===== config.mk =====
export PLATFORM = sky130hd
export DESIGN_NAME = rr_arb_mux
export DESIGN_NICKNAME = d
export VERILOG_FILES = /design/src/rtl/rr_arb_mux.sv
export SDC_FILE = /design/constraint.sdc
export NUM_CORES = 1
export LEC_CHECK = 0
export CELL_PAD_IN_SITES_DETAIL_PLACEMENT = 1
export CELL_PAD_IN_SITES_GLOBAL_PLACEMENT = 2
export CORE_ASPECT_RATIO = 1.1
export CORE_MARGIN = 8
export CORE_UTILIZATION = 29
export DETAILED_ROUTE_END_ITERATION = 12
export DONT_BUFFER_PORTS = 1
export PLACE_DENSITY = 0.71
export SYNTH_ARGS = -nofsm -noshare
export SYNTH_HDL_FRONTEND = slang
export SYNTH_SLANG_ARGS = --single-unit

===== constraint.sdc =====
create_clock -name clk_i -period 1.6 [get_ports clk_i]
set_input_delay 0.16 -clock clk_i [delete_from_list [all_inputs] [get_ports clk_i]]
set_output_delay 0.16 -clock clk_i [all_outputs]
set_load 0.02 [all_outputs]

===== src/rtl/rr_arb_mux.sv =====
// rr_arb_mux
//   N-to-1 arbitrating multiplexer with one output register stage.
//   Several valid/ready producers share one valid/ready consumer. One channel
//   is granted per cycle. Selection is round-robin (MODE=0) or fixed priority
//   with the lowest index winning (MODE=1).
//
// Ports
//   clk_i  : clock, rising edge
//   rst_i  : synchronous reset, active high
//   vld_i  : [CH_NUM] per-channel valid
//   dat_i  : [CH_NUM][DAT_WIDTH] per-channel data
//   rdy_o  : [CH_NUM] per-channel ready (combinational, at most one bit set)
//   vld_o  : registered output valid
//   dat_o  : registered output data
//   ch_o   : registered index of the channel that produced dat_o
//   rdy_i  : downstream ready
module rr_arb_mux #(
   parameter int CH_NUM    = 4,
   parameter int DAT_WIDTH = 8,
   parameter int MODE      = 0,
   parameter int SEL_WIDTH = $clog2(CH_NUM)
) (
   input  logic                             clk_i,
   input  logic                             rst_i,
   input  logic [CH_NUM-1:0]                vld_i,
   input  logic [CH_NUM-1:0][DAT_WIDTH-1:0] dat_i,
   output logic [CH_NUM-1:0]                rdy_o,
   output logic                             vld_o,
   output logic [DAT_WIDTH-1:0]             dat_o,
   output logic [SEL_WIDTH-1:0]             ch_o,
   input  logic                             rdy_i
);

   logic [SEL_WIDTH-1:0] ptr;
   logic [SEL_WIDTH-1:0] grant;
   logic [SEL_WIDTH-1:0] grant_lo;
   logic [SEL_WIDTH-1:0] grant_hi;
   logic                 found_lo;
   logic                 found_hi;
   logic                 any_vld;
   logic                 load;

   assign any_vld = |vld_i;
   // Register is free when empty or being drained on this edge.
   assign load    = !vld_o || rdy_i;

   // Two priority searches: lowest valid overall, and lowest valid at or
   // above ptr. The round-robin winner is the upper hit when one exists,
   // otherwise the search wraps to the lowest valid index.
   always_comb begin
      grant_lo = '0;
      found_lo = 1'b0;
      grant_hi = '0;
      found_hi = 1'b0;
      for (int k = 0; k < CH_NUM; k++) begin
         if (vld_i[k] && !found_lo) begin
            grant_lo = SEL_WIDTH'(k);
            found_lo = 1'b1;
         end
         if (vld_i[k] && !found_hi && (SEL_WIDTH'(k) >= ptr)) begin
            grant_hi = SEL_WIDTH'(k);
            found_hi = 1'b1;
         end
      end
   end

   assign grant = ((MODE == 0) && found_hi) ? grant_hi : grant_lo;

   always_comb begin
      rdy_o = '0;
      if (!rst_i && load && any_vld) rdy_o[grant] = 1'b1;
   end

   always_ff @(posedge clk_i) begin
      if (rst_i) begin
         vld_o <= 1'b0;
         dat_o <= '0;
         ch_o  <= '0;
         ptr   <= '0;
      end else if (load) begin
         if (any_vld) begin
            vld_o <= 1'b1;
            dat_o <= dat_i[grant];
            ch_o  <= grant;
            // Explicit wrap keeps non-power-of-2 channel counts in range.
            ptr   <= (grant == SEL_WIDTH'(CH_NUM - 1)) ? '0 : grant + 1'b1;
         end else begin
            vld_o <= 1'b0;
         end
      end
   end

endmodule


# Word-level counts from Yosys, hierarchy flattened
# Index checks and enable logic that the tools add are counted.
[classes] addsub=1 n_mul=0 n_div=0 n_lt_le_gt_ge=6 n_eq_ne=1 n_shift=0 muxes=21 n_bitwise=0 reduce_logical=24
[op_table] cell="$bmux W8 S2" count=1
[op_table] cell="$logic_and A1 B1 Y1" count=13
[op_table] cell="$mux W2" count=6
[op_table] cell="$mux W1" count=11
[op_table] cell="$logic_not A1 Y1" count=8
[op_table] cell="$mux W8" count=1
[op_table] cell="$ge A1 B2 Y1 const A" count=2
[op_table] cell="$ge A2 B2 Y1 const A" count=2
[op_table] cell="$mux W4" count=1
[op_table] cell="$reduce_or A4 Y1" count=1
[op_table] cell="$lt A2 B3 Y1 const B" count=1
[op_table] cell="$add A2 B1 Y2 const B" count=1
[op_table] cell="$demux W1 S2" count=1
[op_table] cell="$eq A2 B2 Y1 const B" count=1
[op_table] cell="$ge A2 B1 Y1 const B" count=1
[op_table] cell="$reduce_and A2 Y1" count=1
[op_table] cell="$logic_or A1 B1 Y1" count=1
[totals] ff_bits=13 latchBits=0 mem_bits_rw=0 mem_bits_ro=0 input_bits=39 out_inout_bits=15 word_cells=57 mem_count=0

# Depth between registers and ports, before layout
# Gate-level depths: netlist of the first run.
[depth] word_depth=21 depth_mapped=9 depth_no_buf=7

# Worst setup path before layout of the first run
# Ideal clock, no wire load.
[synth_timing] path_kind="register to output" from="register ptr[0]" to="output rdy_o[1]" t_arrival_ps=1466 path_slack_ps=-26 stages_incl_launch_ff=9 cell_sequence="dfxtp_1 -> nand2b_1 -> a21oi_1 -> a211o_1 -> buf_6 -> buf_6 -> inv_1 -> ha_1 -> and2_1"
[synth_via] elab_chain_len=21 word_cells_on_any_way=28 cone_classes="order compare (6); mux (11); reduce/logical (11)"
[synth_rtl] element="from (decl)" line="34" rtl="logic [SEL_WIDTH-1:0] ptr;"
[synth_rtl] element="from (signal assigned)" line="86" rtl="ptr <= (grant == SEL_WIDTH'(CH_NUM - 1)) ? '0 : grant + 1'b1;"
[synth_rtl] element="$ge A1 B2 Y1" line="60" rtl="if (vld_i[k] && !found_hi && (SEL_WIDTH'(k) >= ptr)) begin"
[synth_rtl] element="$logic_and A1 B1 Y1" line="60"
[synth_rtl] element="$mux W1" line="60"
[synth_rtl] element="$logic_not A1 Y1" line="60"
[synth_rtl] element="$logic_and A1 B1 Y1 (2 in series)" line="60"
[synth_rtl] element="$mux W1" line="60"
[synth_rtl] element="$logic_not A1 Y1" line="60"
[synth_rtl] element="$logic_and A1 B1 Y1 (2 in series)" line="60"
[synth_rtl] element="[... 4 more ...]"
[synth_rtl] element="$mux W2 / $mux W1 (equally long branches)" line="60"
[synth_rtl] element="$mux W2 *" line="67" rtl="assign grant = ((MODE == 0) && found_hi) ? grant_hi : grant_lo;"
[synth_rtl] element="net grant[0]" line="35" rtl="logic [SEL_WIDTH-1:0] grant;"
[synth_rtl] element="$lt A2 B3 Y1 (not written as such) / $ge A2 B1 Y1 (equally long branches)" line="71" rtl="if (!rst_i && load && any_vld) rdy_o[grant] = 1'b1;"
[synth_rtl] element="$logic_and A1 B1 Y1 (not written as such)" line="71"
[synth_rtl] element="$mux W1 (not written as such)" line="71"
[synth_rtl] element="$demux W1 S2 *" line="71"
[synth_rtl] element="$mux W4 *" line="71"
[synth_rtl] element="to (decl)" line="27" rtl="output logic [CH_NUM-1:0] rdy_o,"
# The timed path passes the listed nets; every way through them passes the cells marked *.

# Final worst setup path of the first run
[layout_timing] from="register ptr[0]" to="output rdy_o[2]"
# Same word-level chain as after synthesis.

==> impl_metrics.tcl, run 1 <==
set metrics [dict create \
    syn_area_sq_um 837 \
    status "complete, but fails checks" \
    seqPwrFrac_pct 39.0 \
    pin_count 54 \
    grt_use_total_pct 10.3 \
    insertion_delay_ns 0.28 \
    crit_fanout 4 \
    grt_max_degree 14 \
    p_switching_mw 0.442 \
    critPathArrivalTime_ns 1.59 \
    wirelength_um 2710 \
    rsz0062_at_grt "yes" \
    portBuffers 0 \
    cts_tree "built" \
    pre_cts_slack_ns -0.0439 \
    route.met2.wl_um 1370 \
    timing.fmax_mhz 570 \
    hold_viol 0 \
    combPwrFrac_pct 43.3 \
    synth_top_area_share_pct 31.1 \
    synth-seq-cells 13 \
    antenna_found_initial 0 \
    dieArea_sq_um 4860 \
    cts_sinks 13 \
    postSynthNetCount 132 \
    synth_ff_type "dfxtp_1" \
    synth_area_leaders "dfxtp_1 (31%), mux2i_1 (22%), o221ai_1 (8.4%), nand3b_1 (7.2%), ha_1 (6.0%)" \
    drv_cap 0 \
    diodes 0 \
    fin_nets 144 \
    cp_data_required_time_ns 1.44 \
    ys.warnings.count 0 \
    layout_setup_ws_ns -0.155 \
    fin_worst_skew_ns 0.00569 \
    hold_slack_ns 0.0813 \
    drcViolationCount 0 \
    start_util_pct 30.4 \
    hpwlAfterDp_um 1890 \
    dp_cells 123 \
    routed-wl-met3_um 262 \
    ys_types 21 \
    core_sq_um 2750 \
    drive_gt1_share_pct 39.0 \
    wl_per_cell_um 20.4 \
    fin_crit_sh_pct 110 \
    period_needed_ns 1.75 \
    cp-start-kind "flop" \
    grt_pass1_vias 866 \
    ys_seq_area_share_pct 31.1 \
    grt_pass1_wl_um 3910 \
    ir_worst_vdd_v 0.000707 \
    vias_per_cell 5.65 \
    drv_slew 0 \
    cts_buffers 3 \
    die_w_um 67.2 \
    syn_avg_cell_area_sq_um 9.41 \
    synth_edf_count 0 \
    switching_share_pct 37.0 \
    p_int_mw 0.752 \
    worstMarginPinSlew_ns 0.449 \
    crit_type "flop to primary output" \
    ant_nets 0 \
    cts.clk_slew.worst_paths_ns 0.09 \
    dr.pass1.iters 4 \
    synth_top_area_cell "dfxtp_1" \
    powerDensity_nw_per_um2 1050 \
    clock_power_share_pct 17.7 \
    critPathCaptureType "primary output" \
    drtIter0Drc 29 \
    ctsRootBufferMaster "clkbuf_4" \
    synthCells 89 \
    highest_layer "met4" \
    fin_cells 133 \
    power_leakage_nw 0.468 \
    overflow 0 \
    gp_congestion 0.689 \
    final_core_util_pct 41.5 \
    hold_path.class "input port to flop" \
    syn_to_final_growth_pct 36.5 \
    ys_async_sr_fraction_pct 0 \
    violations "setup timing" \
    setup_viol 7 \
    num_vias 751 \
    power_mw 1.19 \
    relSlewSlack_pct 70.0 \
    htreeDepth 1 \
    rows 20 \
    die_y_um 72.3 \
    cts_max_path_buffers 2 \
    met1_length_um 1040 \
]
[cell type report]
class / count / area, sq um
Sequential cell: 13 / 263
Clock buffer: 4 / 26.3
Timing Repair Buffer: 11 / 126
Multi-Input combinational cell: 66 / 656
Fill cell: 324 / 1610
Tap cell: 33 / 41.3
Inverter: 6 / 30.0
[cells by family (layout without fill, tap and decap cells)]
family	Yosys count	in the layout	synth area share, %
muxes	18	18	21.5
AOI/OAI and AO/OA	17	17	16.1
buffers and inverters	10	21	6.43
adders and majority gates	4	4	5.98
DFF	13	13	31.1
and+or+nand+nor	27	27	18.8
[power groups by stage]
stage / Clock, mW / Combinational (mW) / Sequential [mW]
floorplan: 0 / 0.272 / 0.464
global placement: 0 / 0.314 / 0.473
detailed placement: 0 / 0.322 / 0.475
CTS: 0.219 / 0.394 / 0.469
global route: 0.238 / 0.560 / 0.474
finish: 0.211 / 0.517 / 0.466
[state kept, by name, indices dropped and copies added, names as in the netlist]
register / cells
ptr: 2
ch_o: 2
dat_o: 8
vld_o: 1
[cells in the mapped netlist (all sizes together) (3+ instances only)]
cell    instances
mux2i          18
dfxtp          13
nand3b          8
o221ai          8
inv             6
a21oi           5
and2            5
nor2            5
ha              4
buf             3
nand2           3
nand2b          3
[critical path: stages (launching register included)]
cell,delay [ns]
dfxtp_2,0.35
nand2b_4,0.13
a21oi_2,0.05
or3_4,0.42
clkinv_4,0.09
ha_4,0.12
and2_4,0.16
[cell usage in the layout, fill, tap and decap left out, drive strengths merged, types with 3 or more instances in the layout]
| master | count |
|---|---|
| nand2b | 3 |
| nand2 | 3 |
| mux2i | 18 |
| clkbuf | 5 |
| nor2 | 5 |
| and2 | 5 |
| o221ai | 8 |
| inv | 5 |
| nand3b | 8 |
| dfxtp | 13 |
| a21oi | 5 |
| ha | 4 |
| buf | 9 |
[metal layers]
metal | global-route usage (%) | vias to the layer above
li1 | - | 351
met1 | 10.7 | 361
met2 | 17.3 | 35
met3 | 4.31 | 4
met4 | 4.88 | 0
met5 | 0 | -
[metrics by stage]
stage,TNS (ns),area (sq um)
floorplan,0,851
global placement,-0.00153,895
detailed placement,-0.121,895
CTS,-0.620,1010
global route,-1.18,1140
finish,-0.570,1140
[worst paths after layout]
check                        from  cells past startpoint                    end  slack, ns
min reg2reg  ch_o[0]$_SDFFE_PP0P_                      2   ch_o[0]$_SDFFE_PP0P_       0.58
min                      vld_i[2]                      2     vld_o$_SDFFE_PP0N_       0.08
max reg2reg   ptr[0]$_SDFFE_PP0P_                      7  dat_o[3]$_SDFFE_PP0P_      -0.01
max           ptr[0]$_SDFFE_PP0P_                      6               rdy_o[2]      -0.15
[timing repair]
action,in CTS,in global routing
setup buffers,3,2
cloned,0,1
hold endpoints to repair,4,0
hold buffers,1,0
pin swaps,4,8
setup endpoints to repair,13,12
resized for setup,19,23
Power figures use the tool's default switching activity.
==> run 2, diff against run 1 <==
Settings changed: GPL_TIMING_DRIVEN set to 0, SETUP_SLACK_MARGIN set to 0.3, SKIP_CTS_REPAIR_TIMING set to 1.
==> run 2 against run 1 <==
Compared with the run above:
- the flow still finishes with violations (setup timing)
- sequential share of layout area grew 0.93 points
- largest power group unchanged
- non-clock buffer count is 1 higher
- cell count up 0.75%
- global-route usage grew 0.29 points
==> impl_metrics.tcl, run 2 (same netlist as run 1, synthesis figures left out) <==
set metrics [dict create \
    status "complete, but fails checks" \
    violations "setup timing" \
    pin_count 54 \
    syn_to_final_growth_pct 32.4 \
    r2r_end "dat_o[4]$_SDFFE_PP0P_" \
    fin_nets 145 \
    hold_path_depth 2 \
    die_y_um 72.3 \
    switching_share_pct 36.8 \
    min_to "ptr[0]$_SDFFE_PP0P_" \
    drcViolationCount 0 \
    cts_sinks 13 \
    setup_viol 10 \
    clock_power_share_pct 17.3 \
    grt_pass1_vias 836 \
    rows 20 \
    insertion_delay_ns 0.27 \
    ctsRootBufferMaster "clkbuf_4" \
    wirelength_um 2550 \
    dr.pass1.iters 2 \
    multi_input_area_sq_um 622 \
    layout_setup_ws_ns -0.221 \
    rr_worst_depth 8 \
    crit_fanout 5 \
    cts_buffers 3 \
    seq_area_sq_um 265 \
    hp-start "rst_i" \
    crit_type "flop to primary output" \
    fin_crit_sh_pct 114 \
    die_w_um 67.2 \
    relSlewSlack_pct 56.2 \
    dp_cells 122 \
    cpPeakStageDelay_ns 0.34 \
    nFillCells 320 \
    portBuffers 0 \
    tns_ns -0.934 \
    seqPwrFrac_pct 41.3 \
    hpwlAfterDp_um 1990 \
    overflow 0 \
    vias_per_cell 5.46 \
    gp_congestion 0.723 \
    cp.depth 7 \
    final_common_cell "mux2i_1" \
    period_needed_ns 1.82 \
    fin_worst_skew_ns 0.000303 \
    grt_use_total_pct 10.6 \
    p_switching_mw 0.424 \
    core_sq_um 2750 \
    drv_cap 0 \
    cts_tree "built" \
    hold_viol 0 \
    final_core_util_pct 40.3 \
    reg2reg_slack_ns -0.03 \
    dieArea_sq_um 4860 \
    drtIter0Drc 22 \
    slowest_stage "dfxtp_2" \
    timing.fmax_mhz 549 \
    largest_registers "dat_o: 8 flops, ch_o: 2 flops, ptr: 2 flops" \
    drive_gt1_share_pct 36.6 \
    num_vias 732 \
    p_int_mw 0.727 \
    combPwrFrac_pct 41.4 \
    crit_buf_inv 2 \
    grt_pass1_wl_um 4120 \
    cts.clk_slew.worst_paths_ns 0.08 \
    grt_max_degree 12 \
    htreeDepth 1 \
    drv_slew 0 \
    crit_family "flip-flops" \
    diodes 0 \
    ir_worst_vdd_v 0.000527 \
    cp-start-kind "flop" \
    ant_nets 0 \
    cts_max_path_buffers 2 \
    largest_register_ff_count 8 \
    hold_path.class "input port to flop" \
    critPathArrivalTime_ns 1.66 \
    wl_per_cell_um 19.0 \
    start_util_pct 30.4 \
    worstMarginPinSlew_ns 0.650 \
    final_cell_mix "mux2i_1 (18), dfxtp_1 (11), nand3b_1 (8)" \
    critPathCaptureType "primary output" \
    fin_cells 134 \
    top_register "dat_o" \
    antenna_found_initial 0 \
    rsz0062_at_grt "yes" \
    cp_data_required_time_ns 1.44 \
    power_leakage_nw 0.478 \
    worstPathCellList "nand2b_4, a21oi_2, a211o_1, buf_8, buf_12, ha_2, and2_4" \
    powerDensity_nw_per_um2 1040 \
    pre_cts_slack_ns -0.0642 \
    r2r_start "ptr[0]$_SDFFE_PP0P_" \
]
-- run 2: changes by cell type in the layout (fill, tap and decap cells not counted), sizes merged --
cell         delta
dlygate4sd3     -1
buf             +2
-- run 2: layer usage --
| layer | GRT usage, % | up-vias | part of all wire [%] |
|---|---|---|---|
| li1 | - | 356 | - |
| met1 | 11.7 | 342 | 40 |
| met2 | 17.7 | 32 | 50 |
| met3 | 4.62 | 2 | 9.6 |
| met4 | 3.49 | 0 | 0.75 |
| met5 | 0 | - | 0 |
-- run 2: worst max-delay path by stage --
stage	startpoint	end	slack [ns]
floorplan	ptr[0]$_SDFFE_PP0P_	ptr[1]$_SDFFE_PP0P_	0.09
global placement	vld_o$_SDFFE_PP0N_	dat_o[7]$_SDFFE_PP0P_	-0.04
detailed placement	vld_o$_SDFFE_PP0N_	dat_o[4]$_SDFFE_PP0P_	-0.06
CTS	ptr[0]$_SDFFE_PP0P_	rdy_o[1]	-0.30
global route	ptr[0]$_SDFFE_PP0P_	rdy_o[0]	-0.29
finish	ptr[0]$_SDFFE_PP0P_	rdy_o[0]	-0.22
-- run 2: cell type report --
type,count,area share [%]
plain buffers,4,4.18
flip-flops and latches,13,23.9
clock buffers,4,2.37
multi-input cells,66,56.1
inverters,6,3.61
well taps,33,3.72
repair buffers,8,6.09
-- run 2: through the flow --
| step | hold slack (ns) | area [sq um] | total power, mW |
|---|---|---|---|
| floorplan | 0.350 | 906 | 0.783 |
| global placement | 0.361 | 947 | 0.847 |
| detailed placement | 0.369 | 947 | 0.858 |
| CTS | 0.0765 | 973 | 1.06 |
| global route | 0.0897 | 1110 | 1.23 |
| finish | 0.0879 | 1110 | 1.15 |
-- run 2: power by group through the flow --
| stage | Clock, mW | Sequential (mW) | Combinational (mW) |
|---|---|---|---|
| 6_report | 0.199 | 0.475 | 0.477 |
| 2_1_floorplan | 0 | 0.465 | 0.317 |
| 5_1_grt | 0.221 | 0.483 | 0.527 |
| 3_5_place_dp | 0 | 0.482 | 0.376 |
| 4_1_cts | 0.209 | 0.475 | 0.378 |
| 3_3_place_gp | 0 | 0.481 | 0.366 |
==> run 3, diff against run 2 <==
Settings changed: PLACE_DENSITY 0.71 to 0.8.
==> run 3 against run 2 <==
Compared with the run above:
- the run still ends with setup timing left
- sequential power about the same
- worst hold slack worse by 0.011 ns
- die area unchanged
- sequential share of layout area up 0.059 points
- power down 0.53%
==> impl_metrics.tcl, run 3 (same netlist as run 1, synthesis figures left out) <==
set metrics [dict create \
    fin_cells 134 \
    fin_worst_skew_ns 0.00215 \
    pre_cts_slack_ns -0.0704 \
    critPathCaptureType "primary output" \
    setup_viol 10 \
    drtIter0Drc 16 \
    highest_layer "met4" \
    ctsRootBufferMaster "clkbuf_4" \
    grt_max_degree 12 \
    crit_type "flop to primary output" \
    grt_pass1_wl_um 3910 \
    portBuffers 0 \
    drive_gt1_share_pct 35.6 \
    final_common_cell "mux2i_1" \
    relSlewSlack_pct 61.3 \
    cts_max_path_buffers 2 \
    critPathArrivalTime_ns 1.66 \
    largest_registers "dat_o: 8 flops, ch_o: 2 flops, ptr: 2 flops" \
    drcViolationCount 0 \
    wirelength_um 2590 \
    overflow 0 \
    gp_congestion 0.656 \
    grt_pass1_vias 858 \
    vias_per_cell 5.54 \
    status "complete, but fails checks" \
    placed_area_sq_um 947 \
    cpPeakStageDelay_ns 0.34 \
    largest_register_ff_count 8 \
    syn_to_final_growth_pct 32.7 \
    powerDensity_nw_per_um2 1030 \
    core_sq_um 2750 \
    ant_nets 0 \
    dp_cells 122 \
    ir_worst_vdd_v 0.000673 \
    cp_data_required_time_ns 1.44 \
    htreeDepth 1 \
    insertion_delay_ns 0.27 \
    dieArea_sq_um 4860 \
    cp-start-kind "flop" \
    cts_sinks 13 \
    diodes 0 \
    start_util_pct 30.4 \
    die_w_um 67.2 \
    hold_viol 0 \
    fin_nets 145 \
    hold_path.class "input port to flop" \
    violations "setup timing" \
    grt_use_total_pct 10.4 \
    power_leakage_nw 0.473 \
    route.met2.wl_um 1190 \
    slowest_stage "dfxtp_2" \
    routed-wl-met3_um 324 \
    antenna_found_initial 0 \
    nFillCells 316 \
    pin_count 54 \
    fin_crit_sh_pct 114 \
    fin_area_sq_um 1110 \
    cts_buffers 3 \
    die_y_um 72.3 \
    cts_tree "built" \
    drv_slew 0 \
    power_mw 1.14 \
    cts.clk_slew.worst_paths_ns 0.08 \
    worstPathCellList "nand2b_4, a21oi_2, a211o_1, buf_8, buf_12, clkinv_8, ha_4, and2_4" \
    wl_per_cell_um 19.3 \
    rows 20 \
    period_needed_ns 1.82 \
    met1_length_um 1040 \
    hpwlAfterDp_um 1970 \
    rsz0062_at_grt "yes" \
    num_vias 742 \
    crit_fanout 5 \
    timing.fmax_mhz 550 \
    dr.pass1.iters 4 \
    drv_cap 0 \
    final_cell_mix "mux2i_1 (18), dfxtp_1 (10), buf_4 (8), nand3b_1 (8), o221ai_1 (7)" \
    top_register "dat_o" \
    worstMarginPinSlew_ns 0.574 \
    layout_setup_ws_ns -0.217 \
]
-- run 3: worst max-delay path: cells and delay by family (launching register included) --
family          cells  cell delay (ns)
compound gates      2             0.34
buf+inv             3             0.31
fa+ha+maj           1             0.11
simple gates        2             0.28
flops               1             0.34
-- run 3: layout make-up --
type                            instances  area, sq um  share of cell area (%)
Buffer                                  4         46.3                    4.17
Tap cell                               33         41.3                    3.72
Inverter                                6         40.0                    3.60
Sequential cell                        13          267                    24.0
Clock buffer                            4         26.3                    2.36
Timing Repair Buffer                    8         72.6                    6.53
Multi-Input combinational cell         66          618                    55.6
-- run 3: worst paths after layout --
path | endpoint | startpoint | cells after the start | slack [ns]
worst max-delay path | rdy_o[1] | ptr[0]$_SDFFE_PP0P_ | 8 | -0.22
worst max register to register | dat_o[7]$_SDFFE_PP0P_ | ptr[0]$_SDFFE_PP0P_ | 8 | -0.04
worst min register to register | ptr[1]$_SDFFE_PP0P_ | ptr[1]$_SDFFE_PP0P_ | 2 | 0.55
worst min-delay path | vld_o$_SDFFE_PP0N_ | vld_i[2] | 2 | 0.08
-- run 3: power breakdown --
| group | leakage (nW) | total [mW] | switching [mW] | internal, mW |
|---|---|---|---|---|
| clock | 0.0150 | 0.201 | 0.105 | 0.0966 |
| sequential | 0.109 | 0.475 | 0.0954 | 0.380 |
| combinational | 0.349 | 0.467 | 0.225 | 0.243 |
| total | 0.473 | 1.14 | 0.425 | 0.719 |
-- run 3: per-layer routing --
layer | global-route usage [%] | vias up
li1 | - | 353
met1 | 11.6 | 342
met2 | 15.6 | 43
met3 | 5.24 | 4
met4 | 5.58 | 0
met5 | 0 | -
-- run 3: stage by stage --
stage / hold slack, ns / utilization [%] / setup TNS [ns]
final: 0.0771 / 40.4 / -1.03
after global routing: 0.0766 / 40.4 / -2.01
after CTS: 0.0754 / 35.4 / -1.67
after detailed placement: 0.375 / 34.4 / -0.454
after global placement: 0.361 / 34.4 / -0.236
after floorplan: 0.350 / - / 0
